[src/rtl/mem_sys_pkg.sv]
// Shared definitions for the memory-system arbiter: requester indices, arbiter FSM states,
// default line/address widths and the round-robin pointer update helper.
package mem_sys_pkg;

  localparam int unsigned CL_SIZE_DEFAULT = 128;
  localparam int unsigned ADDR_W_DEFAULT  = 32;

  // Requester count is fixed: one D$ port and two I$ bank ports.
  localparam int unsigned N_REQ       = 3;
  localparam int unsigned REQ_DC      = 0;
  localparam int unsigned REQ_IC_EVEN = 1;
  localparam int unsigned REQ_IC_ODD  = 2;

  localparam int unsigned PTR_W = 2;

  typedef enum logic [1:0] {
    ARB_IDLE,
    ARB_ISSUE,
    ARB_WAIT
  } arb_state_e;

  // Highest-priority index after a grant: the requester just behind the winner.
  function automatic logic [PTR_W-1:0] rr_next_ptr(input logic [N_REQ-1:0] winner);
    logic [PTR_W-1:0] nxt;
    unique case (winner)
      3'b001:  nxt = 2'd1;
      3'b010:  nxt = 2'd2;
      3'b100:  nxt = 2'd0;
      default: nxt = 2'd0;
    endcase
    return nxt;
  endfunction

endpackage

[src/rtl/mem_req_arbiter_if.sv]
// Bundle of requester-side and memory-side signals of the line-request arbiter.
// master: the arbiter's view. slave: the requesters plus backing memory.
interface mem_req_arbiter_if
  import mem_sys_pkg::*;
#(
  parameter int unsigned CL_SIZE = CL_SIZE_DEFAULT,
  parameter int unsigned ADDR_W  = ADDR_W_DEFAULT
);

  // Requester side
  logic [N_REQ-1:0]        req;
  logic [N_REQ*ADDR_W-1:0] req_addr;
  logic [N_REQ-1:0]        req_is_write;
  logic [CL_SIZE-1:0]      req_wdata;
  logic [N_REQ-1:0]        grant;
  logic [N_REQ-1:0]        resp_valid;
  logic [CL_SIZE-1:0]      resp_data;

  // Memory side
  logic                    mem_req_valid;
  logic                    mem_ready;
  logic [ADDR_W-1:0]       mem_addr;
  logic                    mem_is_write;
  logic [CL_SIZE-1:0]      mem_wdata;
  logic                    mem_resp_valid;
  logic [CL_SIZE-1:0]      mem_resp_data;

  logic                    arb_busy;

  modport master (
    input  req, req_addr, req_is_write, req_wdata,
    input  mem_ready, mem_resp_valid, mem_resp_data,
    output grant, resp_valid, resp_data,
    output mem_req_valid, mem_addr, mem_is_write, mem_wdata,
    output arb_busy
  );

  modport slave (
    output req, req_addr, req_is_write, req_wdata,
    output mem_ready, mem_resp_valid, mem_resp_data,
    input  grant, resp_valid, resp_data,
    input  mem_req_valid, mem_addr, mem_is_write, mem_wdata,
    input  arb_busy
  );

endinterface

[src/rtl/mem_arb_pick.sv]
// Combinational winner select for the memory-port arbiter.
// MEM_ARB_RR_EN defined  : round-robin search starting at ptr_i.
// MEM_ARB_RR_EN undefined: fixed priority D$ > I$ even > I$ odd, no pointer input.
module mem_arb_pick
  import mem_sys_pkg::*;
(
  input  logic [N_REQ-1:0] req_i,
`ifdef MEM_ARB_RR_EN
  input  logic [PTR_W-1:0] ptr_i,
`endif
  output logic [N_REQ-1:0] gnt_o
);

`ifdef MEM_ARB_RR_EN
  logic [PTR_W-1:0] idx;

  // First requesting index in the order ptr, ptr+1, ptr+2 (mod 3) wins.
  always_comb begin
    gnt_o = '0;
    idx   = '0;
    for (int k = 0; k < N_REQ; k++) begin
      idx = PTR_W'((int'(ptr_i) + k) % N_REQ);
      if (gnt_o == '0 && req_i[idx]) begin
        gnt_o[idx] = 1'b1;
      end
    end
  end
`else
  // Fixed priority: lowest index wins.
  always_comb begin
    gnt_o = '0;
    if (req_i[REQ_DC]) begin
      gnt_o[REQ_DC] = 1'b1;
    end else if (req_i[REQ_IC_EVEN]) begin
      gnt_o[REQ_IC_EVEN] = 1'b1;
    end else if (req_i[REQ_IC_ODD]) begin
      gnt_o[REQ_IC_ODD] = 1'b1;
    end
  end
`endif

endmodule

[src/rtl/mem_req_arbiter.sv]
// Shares one line-granular memory port between the D$ and the two I$ bank miss paths.
// One transaction in flight: pick in IDLE, present request in ISSUE, await response in WAIT.
// MEM_ARB_RR_EN selects round-robin arbitration (adds a pointer register); otherwise fixed
// priority.
module mem_req_arbiter
  import mem_sys_pkg::*;
#(
  parameter int unsigned CL_SIZE = CL_SIZE_DEFAULT,
  parameter int unsigned ADDR_W  = ADDR_W_DEFAULT
) (
  input  logic              clk,
  input  logic              rst,
  mem_req_arbiter_if.master bus
);

  // Byte-offset bits inside a line, forced to zero on mem_addr.
  localparam logic [ADDR_W-1:0] OffMask = ADDR_W'(CL_SIZE / 8 - 1);

  arb_state_e         state_q, state_d;
  logic [N_REQ-1:0]   pick;
  logic               pick_en;
  logic [ADDR_W-1:0]  pick_addr;

  logic [N_REQ-1:0]   grant_q, grant_d;
  logic [ADDR_W-1:0]  addr_q, addr_d;
  logic               is_write_q, is_write_d;
  logic [CL_SIZE-1:0] wdata_q, wdata_d;
  logic [N_REQ-1:0]   resp_valid_q, resp_valid_d;
  logic [CL_SIZE-1:0] resp_data_q, resp_data_d;

`ifdef MEM_ARB_RR_EN
  logic [PTR_W-1:0]   ptr_q, ptr_d;
`endif

  mem_arb_pick u_pick (
    .req_i (bus.req),
`ifdef MEM_ARB_RR_EN
    .ptr_i (ptr_q),
`endif
    .gnt_o (pick)
  );

  // No pick during the response-pulse cycle: the finishing requester still holds req there.
  assign pick_en = (state_q == ARB_IDLE) && (resp_valid_q == '0) && (|bus.req);

  // One-hot mux of the winner's address slice.
  always_comb begin
    pick_addr = '0;
    for (int i = 0; i < N_REQ; i++) begin
      if (pick[i]) begin
        pick_addr = pick_addr | bus.req_addr[i*ADDR_W +: ADDR_W];
      end
    end
  end

  // FSM state register.
  always_ff @(posedge clk or posedge rst) begin
    if (rst) begin
      state_q <= ARB_IDLE;
    end else begin
      state_q <= state_d;
    end
  end

  // FSM next-state logic.
  always_comb begin
    state_d = state_q;
    unique case (state_q)
      ARB_IDLE:  if (pick_en)            state_d = ARB_ISSUE;
      ARB_ISSUE: if (bus.mem_ready)      state_d = ARB_WAIT;
      ARB_WAIT:  if (bus.mem_resp_valid) state_d = ARB_IDLE;
      default:                           state_d = ARB_IDLE;
    endcase
  end

  // FSM outputs.
  always_comb begin
    bus.mem_req_valid = 1'b0;
    bus.arb_busy      = 1'b0;
    unique case (state_q)
      ARB_IDLE:  ;
      ARB_ISSUE: begin
        bus.mem_req_valid = 1'b1;
        bus.arb_busy      = 1'b1;
      end
      ARB_WAIT:  bus.arb_busy = 1'b1;
      default:   ;
    endcase
  end

  // Payload latch, grant tracking and response capture.
  always_comb begin
    grant_d      = grant_q;
    addr_d       = addr_q;
    is_write_d   = is_write_q;
    wdata_d      = wdata_q;
    resp_valid_d = '0;
    resp_data_d  = '0;
    // Grant is held through the pulse cycle and dropped after it.
    if (resp_valid_q != '0) begin
      grant_d = '0;
    end
    if (pick_en) begin
      grant_d    = pick;
      addr_d     = pick_addr & ~OffMask;
      // Only the D$ issues writebacks; I$ write flags are ignored.
      is_write_d = pick[REQ_DC] & (|(pick & bus.req_is_write));
      wdata_d    = bus.req_wdata;
    end
    if (state_q == ARB_WAIT && bus.mem_resp_valid) begin
      resp_valid_d = grant_q;
      resp_data_d  = is_write_q ? '0 : bus.mem_resp_data;
    end
  end

  // Datapath registers.
  always_ff @(posedge clk or posedge rst) begin
    if (rst) begin
      grant_q      <= '0;
      addr_q       <= '0;
      is_write_q   <= 1'b0;
      wdata_q      <= '0;
      resp_valid_q <= '0;
      resp_data_q  <= '0;
    end else begin
      grant_q      <= grant_d;
      addr_q       <= addr_d;
      is_write_q   <= is_write_d;
      wdata_q      <= wdata_d;
      resp_valid_q <= resp_valid_d;
      resp_data_q  <= resp_data_d;
    end
  end

`ifdef MEM_ARB_RR_EN
  // Round-robin pointer moves past each winner.
  always_comb begin
    ptr_d = ptr_q;
    if (pick_en) begin
      ptr_d = rr_next_ptr(pick);
    end
  end

  // Round-robin pointer register.
  always_ff @(posedge clk or posedge rst) begin
    if (rst) begin
      ptr_q <= '0;
    end else begin
      ptr_q <= ptr_d;
    end
  end
`endif

  assign bus.grant        = grant_q;
  assign bus.resp_valid   = resp_valid_q;
  assign bus.resp_data    = resp_data_q;
  assign bus.mem_addr     = addr_q;
  assign bus.mem_is_write = is_write_q;
  assign bus.mem_wdata    = wdata_q;

endmodule

[src/flat_wrapper.sv]
// flat-port wrapper written by rule: the top's interface ports become plain ports
module mem_req_arbiter_flat import mem_sys_pkg::*;
#(
  parameter int unsigned CL_SIZE = CL_SIZE_DEFAULT,
  parameter int unsigned ADDR_W  = ADDR_W_DEFAULT
)
  (clk, rst, bus_req, bus_req_addr, bus_req_is_write, bus_req_wdata, bus_mem_ready, bus_mem_resp_valid, bus_mem_resp_data, bus_grant, bus_resp_valid, bus_resp_data, bus_mem_req_valid, bus_mem_addr, bus_mem_is_write, bus_mem_wdata, bus_arb_busy);
  mem_req_arbiter_if #(.CL_SIZE(CL_SIZE), .ADDR_W(ADDR_W)) bus_i ();
  input  logic clk;
  input  logic rst;
  input wire logic [$bits(bus_i.req)-1:0] bus_req;
  input wire logic [$bits(bus_i.req_addr)-1:0] bus_req_addr;
  input wire logic [$bits(bus_i.req_is_write)-1:0] bus_req_is_write;
  input wire logic [$bits(bus_i.req_wdata)-1:0] bus_req_wdata;
  input wire logic [$bits(bus_i.mem_ready)-1:0] bus_mem_ready;
  input wire logic [$bits(bus_i.mem_resp_valid)-1:0] bus_mem_resp_valid;
  input wire logic [$bits(bus_i.mem_resp_data)-1:0] bus_mem_resp_data;
  output wire logic [$bits(bus_i.grant)-1:0] bus_grant;
  output wire logic [$bits(bus_i.resp_valid)-1:0] bus_resp_valid;
  output wire logic [$bits(bus_i.resp_data)-1:0] bus_resp_data;
  output wire logic [$bits(bus_i.mem_req_valid)-1:0] bus_mem_req_valid;
  output wire logic [$bits(bus_i.mem_addr)-1:0] bus_mem_addr;
  output wire logic [$bits(bus_i.mem_is_write)-1:0] bus_mem_is_write;
  output wire logic [$bits(bus_i.mem_wdata)-1:0] bus_mem_wdata;
  output wire logic [$bits(bus_i.arb_busy)-1:0] bus_arb_busy;
  assign bus_i.req = bus_req;
  assign bus_i.req_addr = bus_req_addr;
  assign bus_i.req_is_write = bus_req_is_write;
  assign bus_i.req_wdata = bus_req_wdata;
  assign bus_i.mem_ready = bus_mem_ready;
  assign bus_i.mem_resp_valid = bus_mem_resp_valid;
  assign bus_i.mem_resp_data = bus_mem_resp_data;
  assign bus_grant = bus_i.grant;
  assign bus_resp_valid = bus_i.resp_valid;
  assign bus_resp_data = bus_i.resp_data;
  assign bus_mem_req_valid = bus_i.mem_req_valid;
  assign bus_mem_addr = bus_i.mem_addr;
  assign bus_mem_is_write = bus_i.mem_is_write;
  assign bus_mem_wdata = bus_i.mem_wdata;
  assign bus_arb_busy = bus_i.arb_busy;
  mem_req_arbiter #(.CL_SIZE(CL_SIZE), .ADDR_W(ADDR_W)) u_core (.clk(clk), .rst(rst), .bus(bus_i));
endmodule
[config.mk]
export PLATFORM = sky130hd
export DESIGN_NAME = mem_req_arbiter_flat
export DESIGN_NICKNAME = d
export VERILOG_FILES = /design/src/rtl/mem_sys_pkg.sv /design/src/rtl/mem_req_arbiter_if.sv /design/src/rtl/mem_arb_pick.sv /design/src/rtl/mem_req_arbiter.sv /design/src/flat_wrapper.sv
export SDC_FILE = /design/constraint.sdc
export NUM_CORES = 1
export LEC_CHECK = 0
export ABC_AREA = 1
export CAP_MARGIN = 15
export CORE_AREA = 2 2 255 257
export DETAILED_ROUTE_END_ITERATION = 7
export DIE_AREA = 0 0 257 259
export PLACE_DENSITY = 0.51
export SYNTH_ARGS = -nofsm -noshare
export SYNTH_HDL_FRONTEND = slang
export SYNTH_SLANG_ARGS = --single-unit
[constraint.sdc]
create_clock -name clk -period 10.7 [get_ports clk]
set_input_delay 1.07 -clock clk [delete_from_list [all_inputs] [get_ports clk]]
set_output_delay 1.07 -clock clk [all_outputs]
set_load 0.02 [all_outputs]
==> results of run 1 <==
-- synthesized netlist by cell type (all sizes together) --
library cell and n:
buf 46, clkbuf 29, clkinv 1, conb 1, dfrtp 293, ha 5, inv 35, nand2 647
nand3 41, nor2 144, o21ai 19, o21bai 1, o22ai 4
-- flip-flops by register name, summed over array words and instances, names as in the netlist --
register,count
u_core.bus.resp_valid,3
u_core.bus.grant,3
u_core.bus.mem_addr,28
u_core.bus.resp_data,128
u_core.bus.mem_wdata,128
u_core.bus.mem_is_write,1
u_core.state_q,2
-- metal layers --
metal | wire length, µm | track usage [%] | share of wire (%) | vias to the layer above
met1 | 16900 | 14.4 | 39 | 4823
met4 | 1480 | 4.94 | 3.4 | 4
met5 | 36 | 0 | 0.083 | -
met2 | 21100 | 21.3 | 49 | 422
met3 | 3710 | 4.42 | 8.6 | 85
li1 | - | - | - | 5044
-- area by class of cell --
type | instances | area share, %
clock buffer | 54 | 5.61
multi-input combinational | 865 | 17.3
inverter | 36 | 0.745
tap | 855 | 5.45
timing repair buffer | 651 | 33.0
clock inverter | 10 | 0.554
sequential | 293 | 37.3
-- layout by cell type (no fill, tap or decap) --
cell,count
buf_4,11
bufinv_16,2
clkbuf_1,8
clkbuf_16,39
clkbuf_8,7
clkdlybuf4s50_1,640
clkinv_1,1
clkinv_2,6
clkinvlp_4,2
conb_1,4
dfrtp_1,293
ha_1,5
inv_1,32
inv_4,1
inv_6,1
inv_8,1
nand2_1,646
nand2_4,1
nand3_1,41
nor2_1,143
nor2_4,1
o21ai_0,19
o21bai_1,1
o22ai_1,4
-- final timing paths --
kind	to	slack (ns)	cells after the start	start
max in group asynchronous	u_core.bus.mem_wdata[99]$_DFFE_PP0P_	8.19	3	rst
setup reg to reg	u_core.bus.mem_wdata[30]$_DFFE_PP0P_	7.70	8	u_core.state_q[0]$_DFFE_PP0P_
hold / removal	u_core.bus.mem_wdata[93]$_DFFE_PP0P_	0.47	2	u_core.bus.mem_wdata[93]$_DFFE_PP0P_
hold reg to reg	u_core.bus.mem_wdata[93]$_DFFE_PP0P_	0.47	2	u_core.bus.mem_wdata[93]$_DFFE_PP0P_
min in group asynchronous	u_core.bus.resp_data[21]$_DFF_PP0_	1.07	2	rst
setup / recovery	u_core.bus.mem_wdata[30]$_DFFE_PP0P_	6.92	10	bus_req[0]
-- logic make-up after synthesis --
| kind of cell | share of synthesized area, % |
|---|---|
| other | 0.0335 |
| AND/OR/NAND/NOR | 28.4 |
| adder cells (fa/ha/maj) | 0.559 |
| flip-flops | 65.5 |
| buffers and inverters | 4.30 |
| AO/OA/AOI/OAI | 1.14 |
-- through the flow --
stage	hold WS (ns)	power, mW	setup slack, ns	util, %	area (µm²)
2_1_floorplan	0.467	2.80	1.54	-	11200
3_3_place_gp	0.454	3.90	6.32	28.9	18400
3_5_place_dp	0.458	3.92	6.31	28.9	18400
4_1_cts	0.470	5.23	6.89	30.7	19600
5_1_grt	0.485	5.47	6.65	30.7	19600
6_report	0.467	5.12	6.92	30.7	19600
-- power by group through the flow --
stage	registers [mW]	logic, mW	clock network (mW)
after CTS	1.63	2.28	1.31
final	1.63	2.23	1.26
after floorplan	2.06	0.743	0
after global routing	1.67	2.44	1.36
after global placement	1.63	2.27	0
after detailed placement	1.65	2.27	0
-- worst register-to-register path, delay by kind of cell, from the launching register on --
| kind | cells | cell delay [ns] |
|---|---|---|
| buffers and inverters | 3 | 1.66 |
| adder cells (fa/ha/maj) | 1 | 0.19 |
| flip-flops | 1 | 0.42 |
| AND/OR/NAND/NOR | 4 | 0.67 |
==> reports/metrics.csv, run 1 <==
metric,value,unit
first-pass GRT wire length,65.0,mm
Synth Area per Inst,8.84,µm²
Crit path arrival time,4.24,ns
Ys Warns,0,
area of the multi-input gates,0.00339,mm²
Leak,9.30,nW
CP Class,in -> reg,
largest net degree at the start of global routing,105,
Comb pwr share,43.6,%
"Seq/Total Area, Yosys",65.5,%
DRC Markers,0,
sw frac,38.7,%
Worst Setup Start Kind,input pin,
Initial Util,17.5,%
Antenna Diode Count,0,
CTS buffer count,38,
Final Cycle Share,35.3,%
Die Area,0.0666,mm²
Bufs and invs on worst path,4,
clock buffer depth,3,
Yosys cell types,17,
layout cell share with drive strength beyond 1,3.77,%
crit path max fanout,82,
register area,0.00733,mm²
RD Place Congestion,0.873,
Synth top area share,65.5,%
DR iter-0 viols,605,
Seq pwr share,31.9,%
Syn-to-layout area delta,75.5,%
total negative slack,0,ns
CTS hold repair buffers,0,
post-CTS sizing,0,
clock power share,24.5,%
CP required,11.16,ns
CP Cell Sequence,clkdlybuf4s50_1 -> buf_4 -> nor2_1 -> nand2_1 -> nand2_1 -> nor2_4 -> buf_4 -> buf_4 -> nand2_1 -> nand2_1,
largest area contributor in the netlist,dfrtp_1,
Crit path largest cell delay,0.76,ns
"Cell Area, Synth",0.0112,mm²
via count,10378,
Layout Skew,0.0150,ns
Seq cells post-synth,293,
Int Pwr,3.14,mW
Post-CTS Setup Repair Bufs,0,
Slew @ Worst Pin,1.07,ns
num ports,659,
NumNets Final,2252,
Period minus WS final,3.78,ns
maxcap violations,0,
final antenna-violating net count,0,
IO buf count,640,
clock sink total,293,
GRT Total Usage,12.5,%
unrepaired setup endpoints after global routing,false,
PwrDens,261,mW/mm²
Core ar.,0.0639,mm²
Fillers,6640,
Post-Synthesis Cells,1266,
cell mode on critical path,nand2_1,
slew margin rel.,28.4,%
final cell count without fillers,2764,
final WL,43.2,mm
vias in the first global route,10754,
Peak Freq,0.264,GHz
total grt overflow,0,
Rows,93,
Hold Path Class,reg -> reg,
setup violators final,0,
Fin. Hold Viols,0,
DIE WIDTH,257,µm
DR WL/cell,15.6,µm
CTS tree,yes,
Worst VDD drop,0.161,mV
slowest CP cell,buf_4,
clk_lat worst skew,0.54,ns
switching power,1.98,mW
clk root buf,clkbuf_16,
DRT Pass-1 Iters,4,
initial antenna violation count,2,
element type at the critical path end,flip-flop,
status,completed,
top post-synthesis cells by area,"dfrtp_1 66%, nand2_1 22%, nor2_1 4.8%",
pins over their slew limit,0,
Die H,259,µm
H-Tree Depth,2,
clock slew at reported path FFs,0.05,ns
Inst Count DP,2700,
Vias per Instance,3.75,
"CP delay by family, top",buffers and inverters,
hpwl dp,31.2,mm
(Power assumes the default switching activity.)
==> run 2, diff against run 1 <==
- PLACE_DENSITY: 0.51 -> 0.52
- clock period: 10.7 -> 3.2 ns (I/O delays scaled with it)
==> reports/metrics.csv, run 2 (synthesis gave the netlist of run 1 again) <==
metric,value,unit
Leak,9.41,nW
H-Tree Depth,2,
element type at the critical path end,output pin,
total negative slack,0,ns
"most common cell after layout, fill and taps aside",nand2_1,
CTS hold repair buffers,0,
PwrDens,875,mW/mm²
crit path from,u_core.state_q[0]$_DFFE_PP0P_,
final cell count without fillers,2779,
slew margin rel.,48.5,%
Inst Count DP,2708,
setup violators final,0,
slowest CP cell,clkdlybuf4s50_1,
DR iter-0 viols,457,
most frequent cells in the layout,"646 x nand2_1, 640 x clkdlybuf4s50_1, 293 x dfrtp_1",
Initial Util,17.5,%
Hold Path Class,in -> async,
post-route cell area,0.0199,mm²
GR Layer Usage met2,22.0,%
reg-to-reg setup timing slack,1.22,ns
via count,10497,
post-CTS sizing,0,
grt met1 use,14.9,%
Worst VDD drop,0.452,mV
Worst Setup Start Kind,flip-flop,
hpwl dp,32.9,mm
vias in the first global route,11122,
final antenna-violating net count,0,
Layout Skew,0.0206,ns
clock sink total,293,
DRC Markers,0,
CTS tree,yes,
DIE WIDTH,257,µm
num ports,659,
Bufs and invs on worst path,2,
DRT Pass-1 Iters,4,
maxcap violations,0,
IO buf count,640,
r2r worst-path depth,8,
Vias per Instance,3.78,
first-pass GRT wire length,66.9,mm
RR Endpoint,u_core.bus.mem_wdata[44]$_DFFE_PP0P_,
clk_lat worst skew,0.55,ns
Crit path arrival time,1.96,ns
met3 Usage GRT,4.23,%
clk root buf,clkbuf_16,
Final Cycle Share,71.3,%
CP Class,reg -> out,
area of placed instances,0.0186,mm²
pins over their slew limit,0,
number of cells on the critical path,3,
gr busiest metal,met2,
layout cell share with drive strength beyond 1,4.52,%
worst setup path endpoint,bus_arb_busy,
Rows,93,
Syn-to-layout area delta,77.5,%
CP Cell Sequence,inv_1 -> ha_1 -> clkdlybuf4s50_1,
status,completed,
CTS buffer count,38,
Slew @ Worst Pin,0.771,ns
initial antenna violation count,5,
GRT Total Usage,12.9,%
DR WL/cell,15.8,µm
Total Power,17.4,mW
Die Area,0.0666,mm²
crit path max fanout,4,
Crit path largest cell delay,0.64,ns
clock buffer depth,3,
Die H,259,µm
CP required,2.88,ns
reg-to-reg startpoint,u_core.state_q[1]$_DFFE_PP0P_,
Period minus WS final,2.28,ns
largest net degree at the start of global routing,90,
RD Place Congestion,0.860,
Fin. Hold Viols,0,
Peak Freq,0.438,GHz
NumNets Final,2260,
"CP delay by family, top",buffers and inverters,
Post-CTS Setup Repair Bufs,0,
final WL,44.0,mm
clock slew at reported path FFs,0.06,ns
Core ar.,0.0639,mm²
total grt overflow,0,
Post-Place Setup Slack,0.574,ns
unrepaired setup endpoints after global routing,false,
Final Worst Setup Slack,0.918,ns
## run 2: cell types whose count changed in the layout (fill, tap and decap cells not counted), sizes merged
cell    delta
buf        +8
clkbuf     +3
diode      +1
clkinv     +1
bufinv     -1
inv        +3
## run 2: layout make-up
| type | count | area, µm² |
|---|---|---|
| multi-input combinational | 865 | 3390 |
| timing repair buffer | 659 | 6650 |
| fill | 6638 | 44000 |
| tap | 855 | 1070 |
| sequential | 293 | 7330 |
| inverter | 36 | 144 |
| clock buffer | 57 | 1150 |
| clock inverter | 13 | 119 |
| antenna | 1 | 2.50 |
## run 2: worst min-delay path by stage
stage | from | slack [ns] | cells past startpoint | end
after floorplan | bus_req_wdata[0] | 0.44 | 2 | u_core.bus.mem_wdata[0]$_DFFE_PP0P_
after global placement | u_core.bus.mem_wdata[70]$_DFFE_PP0P_ | 0.45 | 2 | u_core.bus.mem_wdata[70]$_DFFE_PP0P_
after detailed placement | u_core.bus.mem_wdata[126]$_DFFE_PP0P_ | 0.46 | 2 | u_core.bus.mem_wdata[126]$_DFFE_PP0P_
after CTS | rst | 0.23 | 2 | u_core.bus.mem_wdata[80]$_DFFE_PP0P_
after global routing | bus_mem_resp_data[114] | 0.27 | 3 | u_core.bus.resp_data[114]$_DFF_PP0_
final | rst | 0.24 | 2 | u_core.bus.mem_wdata[80]$_DFFE_PP0P_
## run 2: worst reg2reg max path: stages, from the launching register on
cell and delay [ns]:
dfrtp_1 0.40, inv_1 0.14, ha_1 0.20, nand2_1 0.11
nor2_4 0.16, buf_12 0.32, buf_12 0.32, nand2_1 0.18
nand2_1 0.09
## run 2: routing by layer
metal / up-vias / wire, µm
met5: - / 42
met3: 88 / 3560
met1: 4934 / 17500
met4: 8 / 1580
li1: 5056 / -
met2: 411 / 21300
## run 2: where the power goes
group | total [mW] | switching [mW] | internal (mW)
combinational | 7.61 | 4.43 | 3.19
clock | 4.29 | 1.70 | 2.59
sequential | 5.47 | 0.592 | 4.88
## run 2: stage by stage
stage	util [%]	hold slack [ns]
3_3_place_gp	29.1	0.453
6_report	31.1	0.236
2_1_floorplan	-	0.437
3_5_place_dp	29.1	0.458
5_1_grt	31.1	0.269
4_1_cts	31.1	0.231
